**src/rtl/ram_arbiter_pkg.sv**
```systemverilog
`default_nettype none
// ============================================================================
//  Module      : ram_arbiter_pkg
//  Description : Shared funct codes, arbiter state encoding and the
//                funct -> access size / direction decoder.
//  Revision    : 1.0 - initial release
// ============================================================================
package ram_arbiter_pkg;

  localparam int FUNC_CODE_W = 10;

  // Low four bits of a funct code carry the opcode class.
  localparam logic [3:0] OPC_LOAD  = 4'b0001;
  localparam logic [3:0] OPC_STORE = 4'b0010;

  // {funct7[2:0], funct3, opcode-class}
  localparam logic [FUNC_CODE_W-1:0] FUNC_SB  = {3'b000, 3'b000, OPC_STORE};
  localparam logic [FUNC_CODE_W-1:0] FUNC_SH  = {3'b000, 3'b001, OPC_STORE};
  localparam logic [FUNC_CODE_W-1:0] FUNC_SW  = {3'b000, 3'b010, OPC_STORE};
  localparam logic [FUNC_CODE_W-1:0] FUNC_LB  = {3'b000, 3'b000, OPC_LOAD};
  localparam logic [FUNC_CODE_W-1:0] FUNC_LH  = {3'b000, 3'b001, OPC_LOAD};
  localparam logic [FUNC_CODE_W-1:0] FUNC_LW  = {3'b000, 3'b010, OPC_LOAD};
  localparam logic [FUNC_CODE_W-1:0] FUNC_LBU = {3'b000, 3'b100, OPC_LOAD};
  localparam logic [FUNC_CODE_W-1:0] FUNC_LHU = {3'b000, 3'b101, OPC_LOAD};

  typedef enum logic [1:0] {
    ARB_IDLE   = 2'd0,
    ARB_ACCESS = 2'd1,
    ARB_DONE   = 2'd2
  } arb_state_t;

  // size is 1, 2 or 4 bytes; 0 marks an unknown funct code.
  typedef struct packed {
    logic [2:0] size;
    logic       store;
  } acc_info_t;

  function automatic acc_info_t func_decode(input logic [FUNC_CODE_W-1:0] funct);
    acc_info_t info;
    info.size  = 3'd0;
    info.store = 1'b0;
    case (funct)
      FUNC_SB:  begin info.size = 3'd1; info.store = 1'b1; end
      FUNC_SH:  begin info.size = 3'd2; info.store = 1'b1; end
      FUNC_SW:  begin info.size = 3'd4; info.store = 1'b1; end
      FUNC_LB:  info.size = 3'd1;
      FUNC_LBU: info.size = 3'd1;
      FUNC_LH:  info.size = 3'd2;
      FUNC_LHU: info.size = 3'd2;
      FUNC_LW:  info.size = 3'd4;
      default:  info.size = 3'd0;
    endcase
    return info;
  endfunction

endpackage
`default_nettype wire

```
**src/rtl/ram_arbiter_req_check.sv**
```systemverilog
`default_nettype none
// ============================================================================
//  Module      : ram_req_check
//  Description : Combinational legality check of one RAM access: funct code,
//                direction, alignment and bounds. Returns bad flag and size.
//  Revision    : 1.0 - initial release
// ============================================================================
module ram_req_check
  import ram_arbiter_pkg::*;
#(
  parameter int MEM_BYTES = 1024,
  parameter int FUNCT_W   = 10
) (
  input  logic [FUNCT_W-1:0] funct,
  input  logic               we,
  input  logic [31:0]        addr,
  output logic               bad,
  output logic [2:0]         size
);

  acc_info_t   w_info;
  logic [32:0] w_end;
  logic        w_bad_code;
  logic        w_bad_dir;
  logic        w_bad_align;
  logic        w_bad_range;

  // Decode the funct and evaluate every rejection reason; the end address is
  // formed in 33 bits so an access near 4 GiB cannot wrap back into range.
  always_comb begin
    w_info      = func_decode(funct);
    w_end       = {1'b0, addr} + {30'd0, w_info.size};
    w_bad_code  = (w_info.size == 3'd0);
    w_bad_dir   = (w_info.store != we);
    w_bad_align = ((w_info.size == 3'd2) &  addr[0]) |
                  ((w_info.size == 3'd4) & (addr[1:0] != 2'b00));
    w_bad_range = (w_end > 33'(MEM_BYTES));
    bad         = w_bad_code | w_bad_dir | w_bad_align | w_bad_range;
    size        = w_info.size;
  end

endmodule
`default_nettype wire

```
**src/rtl/ram_arbiter.sv**
```systemverilog
`default_nettype none
// ============================================================================
//  Module      : ram_arbiter
//  Description : Two-master round-robin arbiter and 3-cycle access sequencer
//                (IDLE -> ACCESS -> DONE) for the 1 KiB data RAM.
//  Revision    : 1.0 - initial release
// ============================================================================
module ram_arbiter
  import ram_arbiter_pkg::*;
#(
  parameter int MEM_BYTES = 1024,
  parameter int FUNCT_W   = 10
) (
  input  logic               clk_i,
  input  logic               rst_i,
  input  logic               m0_req_i,
  input  logic               m1_req_i,
  input  logic               m0_we_i,
  input  logic               m1_we_i,
  input  logic [FUNCT_W-1:0] m0_funct_i,
  input  logic [FUNCT_W-1:0] m1_funct_i,
  input  logic [31:0]        m0_addr_i,
  input  logic [31:0]        m1_addr_i,
  input  logic [31:0]        m0_wdata_i,
  input  logic [31:0]        m1_wdata_i,
  output logic               m0_gnt_o,
  output logic               m1_gnt_o,
  output logic               m0_done_o,
  output logic               m1_done_o,
  output logic [31:0]        rdata_o,
  output logic               err_o,
  output logic               ram_r_en_o,
  output logic               ram_w_en_o,
  output logic [FUNCT_W-1:0] ram_funct_o,
  output logic [31:0]        ram_addr_o,
  output logic [31:0]        ram_wdata_o,
  input  logic [31:0]        ram_rdata_i
);

  arb_state_t         r_state;
  arb_state_t         w_next;

  logic               r_last;
  logic               r_id;
  logic               r_we;
  logic               r_bad;
  logic [2:0]         r_size;
  logic [FUNCT_W-1:0] r_funct;
  logic [31:0]        r_addr;
  logic [31:0]        r_wdata;
  logic [31:0]        r_rdata;

  logic               w_any;
  logic               w_win;
  logic               w_take;
  logic               w_sel_we;
  logic [FUNCT_W-1:0] w_sel_funct;
  logic [31:0]        w_sel_addr;
  logic [31:0]        w_sel_wdata;
  logic               w_chk_bad;
  logic [2:0]         w_chk_size;
  logic [31:0]        w_wmask;

  // Pick the winner (round-robin on a tie) and mux its request fields.
  always_comb begin
    w_any = m0_req_i | m1_req_i;
    if (m0_req_i & m1_req_i) begin
      w_win = ~r_last;
    end else begin
      w_win = m1_req_i;
    end
    w_take      = (r_state == ARB_IDLE) & w_any & ~rst_i;
    w_sel_we    = w_win ? m1_we_i    : m0_we_i;
    w_sel_funct = w_win ? m1_funct_i : m0_funct_i;
    w_sel_addr  = w_win ? m1_addr_i  : m0_addr_i;
    w_sel_wdata = w_win ? m1_wdata_i : m0_wdata_i;
  end

  ram_req_check #(
    .MEM_BYTES (MEM_BYTES),
    .FUNCT_W   (FUNCT_W)
  ) u_check (
    .funct (w_sel_funct),
    .we    (w_sel_we),
    .addr  (w_sel_addr),
    .bad   (w_chk_bad),
    .size  (w_chk_size)
  );

  // State register; reset returns to IDLE from any state.
  always_ff @(posedge clk_i) begin
    if (rst_i) begin
      r_state <= ARB_IDLE;
    end else begin
      r_state <= w_next;
    end
  end

  // Keep only the bytes the access actually stores.
  always_comb begin
    case (r_size)
      3'd1:    w_wmask = 32'h0000_00FF;
      3'd2:    w_wmask = 32'h0000_FFFF;
      default: w_wmask = 32'hFFFF_FFFF;
    endcase
  end

  // Next-state and output decode. Enables are also gated by rst_i so that a
  // reset edge which ends ACCESS cannot commit the aborted store.
  always_comb begin
    w_next      = r_state;
    m0_gnt_o    = 1'b0;
    m1_gnt_o    = 1'b0;
    m0_done_o   = 1'b0;
    m1_done_o   = 1'b0;
    err_o       = 1'b0;
    ram_r_en_o  = 1'b0;
    ram_w_en_o  = 1'b0;
    ram_funct_o = '0;
    ram_addr_o  = 32'd0;
    ram_wdata_o = 32'd0;
    case (r_state)
      ARB_IDLE: begin
        m0_gnt_o = w_take & ~w_win;
        m1_gnt_o = w_take &  w_win;
        if (w_take) begin
          w_next = ARB_ACCESS;
        end
      end
      ARB_ACCESS: begin
        w_next = ARB_DONE;
        if (!r_bad) begin
          ram_r_en_o  = ~r_we & ~rst_i;
          ram_w_en_o  =  r_we & ~rst_i;
          ram_funct_o = r_funct;
          ram_addr_o  = r_addr;
          ram_wdata_o = r_wdata & w_wmask;
        end
      end
      ARB_DONE: begin
        w_next    = ARB_IDLE;
        m0_done_o = ~r_id;
        m1_done_o =  r_id;
        err_o     = r_bad;
      end
      default: begin
        w_next = ARB_IDLE;
      end
    endcase
  end

  // Latch the winning request, capture load data, and advance the RR pointer.
  always_ff @(posedge clk_i) begin
    if (rst_i) begin
      r_last  <= 1'b1;
      r_id    <= 1'b0;
      r_we    <= 1'b0;
      r_bad   <= 1'b0;
      r_size  <= 3'd0;
      r_funct <= '0;
      r_addr  <= 32'd0;
      r_wdata <= 32'd0;
      r_rdata <= 32'd0;
    end else begin
      if (w_take) begin
        r_id    <= w_win;
        r_we    <= w_sel_we;
        r_bad   <= w_chk_bad;
        r_size  <= w_chk_size;
        r_funct <= w_sel_funct;
        r_addr  <= w_sel_addr;
        r_wdata <= w_sel_wdata;
      end
      if (r_state == ARB_ACCESS) begin
        r_rdata <= (!r_bad && !r_we) ? ram_rdata_i : 32'd0;
      end
      if (r_state == ARB_DONE) begin
        r_last <= r_id;
      end
    end
  end

  assign rdata_o = r_rdata;

endmodule
`default_nettype wire

```
**config.mk**
```make
export PLATFORM = sky130hd
export DESIGN_NAME = ram_arbiter
export DESIGN_NICKNAME = d
export VERILOG_FILES = /design/src/rtl/ram_arbiter_pkg.sv /design/src/rtl/ram_arbiter_req_check.sv /design/src/rtl/ram_arbiter.sv
export SDC_FILE = /design/constraint.sdc
export NUM_CORES = 1
export LEC_CHECK = 0
export ABC_AREA = 1
export BUFFER_PORTS_ARGS = -buffer_cell sky130_fd_sc_hd__buf_2
export CORE_MARGIN = 2
export CORE_UTILIZATION = 44
export DETAILED_ROUTE_END_ITERATION = 6
export GPL_ROUTABILITY_DRIVEN = 0
export PLACE_DENSITY_LB_ADDON = 0.15
export RECOVER_POWER = 100
export SYNTH_ARGS = -nofsm -noshare
export SYNTH_HDL_FRONTEND = slang
export SYNTH_SLANG_ARGS = --single-unit
```
**constraint.sdc**
```tcl
create_clock -name clk_i -period 3.25 [get_ports clk_i]
set_input_delay 0.325 -clock clk_i [delete_from_list [all_inputs] [get_ports clk_i]]
set_output_delay 0.325 -clock clk_i [all_outputs]
set_load 0.01 [all_outputs]
```
==> metrics.yaml <==
run_status:
  outcome: "complete, but fails checks"
  violations: "capacitance limit, slew limit"
cts:
  cts_root_buf: "clkbuf_16"
  clk_pin_slew_ps: 60
  htreeDepth: 4
  cts_sinks: 115
  cts_buffers: 17
  cts_tree: "built"
  clock_path_buffers: 2
  clkLatencyLatePin_ps: 420
setup_path:
  rr_startpoint: "r_last"
  slowest_delay_ps: 360
  crit_path_start: "r_last"
  cp.required_ps: 3560
  cp_slowest_cell: "dfxtp_4"
  critical_path_class: "reg -> reg"
  cp.arrival_ps: 3470
  crit_chain: "nand2_8 -> nand2_8 -> o21ai_4 -> nand2_2 -> nor2_4 -> nand4_1 -> nand2_1 -> ha_2 -> fa_2 -> a21o_1 -> nand2_2 -> nor2_4 -> nand2_2 -> nor2_4 -> nand2_2 -> nand2_1 -> nand2_1 -> nor2_1 -> nand2_1 -> nor2_1 -> nand3_1 -> nor2_1 -> nor2_1"
  cp_max_fo: 6
  critPathCaptureType: "register"
  r2r_slack_ps: 90
  start_kind: "register"
  crit_family: "simple AND/OR/NAND/NOR gates"
  critPathBufInv: 0
logic_synthesis:
  ys_types: 36
  syn_area_um2: 6910
  synthesis.nets: 1301
  ys_seq_area_share_pct: 33.3
  syn_inst: 1111
  avgSynthCellArea_um2: 6.22
  yosys_warnings: 0
  synth_seq_cells: 115
drt:
  wl_per_cell_um: 14.4
  drt-total-wl_mm: 23.5
  via_per_inst: 4.97
  drt-pass1-iter-count: 5
  drt-initial-drc-count: 614
  vias: 8134
  ant_nets: 0
  route.detailed.drc: 0
layout:
  layout_common_cells: "nand2_1 (313), buf_2 (266), inv_1 (156), nor2_1 (132), dfxtp_1 (114)"
  final-seq-area_um2: 2310
  drive_above_1_share_pct: 28.5
  fill_cells: 1532
  nNetsFinal: 1601
  multi_input_area_um2: 3940
  syn_to_final_growth_pct: 36.8
  n_antenna_cell: 0
  final_common_cell: "nand2_1"
sta:
  period_share_pct: 97.1
  setup_ws_ps: 93.9
  setup_viol: 0
  hold_viol: 0
  worst_slew_pin_slew_ps: 1980
  maxSlewViolCount: 118
  period_needed_ps: 3160
  max_freq_mhz: 317
  fin_skew_ps: 7.86
  setup_tns_ps: 0
  rsz0062_at_grt: "yes"
  relSlewSlack_pct: -32.2
power:
  ir_drop_mv: 0.350
  power.total_uw: 4360
  p_per_area_nw_per_um2: 461
  power.leakage_uw: 0.00487
grt:
  grt_pass1_vias: 7126
  grt_max_degree: 71
  grt_first_pass_wirelength_mm: 35.3
  overflow: 0
  antenna_found_initial: 0
  grt_use_total_pct: 26.6
hold_path:
  hold_class: "in -> reg"
  hp-start: "ram_rdata_i[14]"
floorplanning:
  io_pins: 299
  fp.dieArea_um2: 16700
  initial_core_util_pct: 45.3
  fp.dieW_um: 129
  die_y_um: 129
  num_rows: 45
  coreArea_um2: 15300
placement:
  hpwl_mm: 16.8
  pre_cts_slack_ps: -136
  io_buffer_count: 298
flow_run:
  cap_viol_max_count: 2
## through the flow
step                      cell area, um^2  utilization (%)  hold WS, ps  cells
after floorplan                      6910                -          451   1111
after global placement               8630             56.5          471   1590
after detailed placement             8630             56.5          477   1590
after CTS                            9210             60.4          104   1622
after global routing                 9450             61.9          103   1635
final                                9450             61.9          113   1635
## flip-flops by register name, summed over array words and instances (netlist names)
signal	cells
r_bad	1
rdata_o	32
r_size	3
r_id	1
r_last	1
r_state	2
r_we	1
r_funct	10
r_addr	32
r_wdata	32
## cells in the mapped netlist
master / count / area share, %
nand2_1: 318 / 17
buf_6: 6 / 0.98
buf_2: 7 / 0.51
nand3_1: 56 / 4.1
nor3_2: 1 / 0.14
nand3b_1: 14 / 1.5
buf_4: 2 / 0.22
dfxtp_1: 115 / 33
a32o_1: 32 / 4.6
inv_1: 157 / 8.5
nor2_1: 142 / 7.7
buf_1: 8 / 0.43
o21ai_2: 2 / 0.25
clkinv_1: 1 / 0.054
and3b_1: 1 / 0.13
clkbuf_1: 39 / 2.1
nor2_4: 2 / 0.33
a31oi_1: 32 / 2.9
a211oi_1: 1 / 0.11
nand2_4: 1 / 0.16
nor3_1: 5 / 0.36
or2_2: 1 / 0.091
xnor2_1: 2 / 0.25
nand4_1: 11 / 1.0
a21o_1: 1 / 0.11
nand2_2: 11 / 1.0
fa_1: 1 / 0.29
nor2_2: 11 / 1.0
a21oi_1: 40 / 2.9
xor2_1: 8 / 1.0
o211ai_1: 7 / 0.76
o21ai_1: 18 / 1.3
o21bai_1: 2 / 0.22
o21ai_0: 50 / 3.6
ha_1: 3 / 0.54
inv_2: 3 / 0.16
## final timing paths
kind / to / depth (start not counted)
worst max-delay path: r_bad / 23
worst min-delay path: rdata_o[14] / 2
worst max register to register: r_bad / 23
worst min register to register: r_wdata[10] / 2
## worst reg2reg max path, stage by stage, from the launching register on
cell,delay (ps)
dfxtp_4,360
nand2_8,140
nand2_8,110
o21ai_4,220
nand2_2,90
nor2_4,150
nand4_1,140
nand2_1,110
ha_2,210
fa_2,210
a21o_1,130
nand2_2,70
nor2_4,140
nand2_2,110
nor2_4,180
nand2_2,70
nand2_1,60
nand2_1,60
nor2_1,110
nand2_1,60
nor2_1,90
nand3_1,80
nor2_1,110
nor2_1,40
## where the power goes
group	internal, uW	leakage [uW]	switching, uW	total [uW]
registers	1530	0.000946	48.4	1580
clock network	1100	0.000283	750	1850
logic	334	0.00364	600	934
total	2960	0.00487	1400	4360
## layer usage
metal	vias to the layer above	wire (um)	GRT usage [%]
met5	-	0	0
met4	0	667	9.40
met3	39	2050	6.69
met2	348	10800	42.4
met1	3605	9980	35.0
li1	4142	-	-
## area by class of cell
type / instances / area share (%)
timing repair buffer: 340 / 18.6
clock inverter: 14 / 1.51
multi-input combinational: 776 / 41.6
sequential: 115 / 24.4
inverter: 161 / 6.39
tap: 211 / 2.79
clock buffer: 18 / 4.65
## logic make-up (layout without fill, tap and decap cells)
group	count (synthesis)	in the layout	synth area share, %
and+or+nand+nor	574	577	34.8
DFF	115	115	33.3
AOI/OAI and AO/OA	185	185	16.8
buffers and inverters	223	533	13.0
xor gates and xnor gates	10	10	1.27
adders and majority gates	4	4	0.833
## repair_timing
action | 4_1_cts | 5_1_grt
gates cloned | 0 | 3
gates resized for setup | 1 | 42
endpoints found under the setup margin | 1 | 1
buffers inserted | 0 | 10
pin swaps | 0 | 21
hold buffers | 0 | 0
Power figures use the tool's default switching activity.
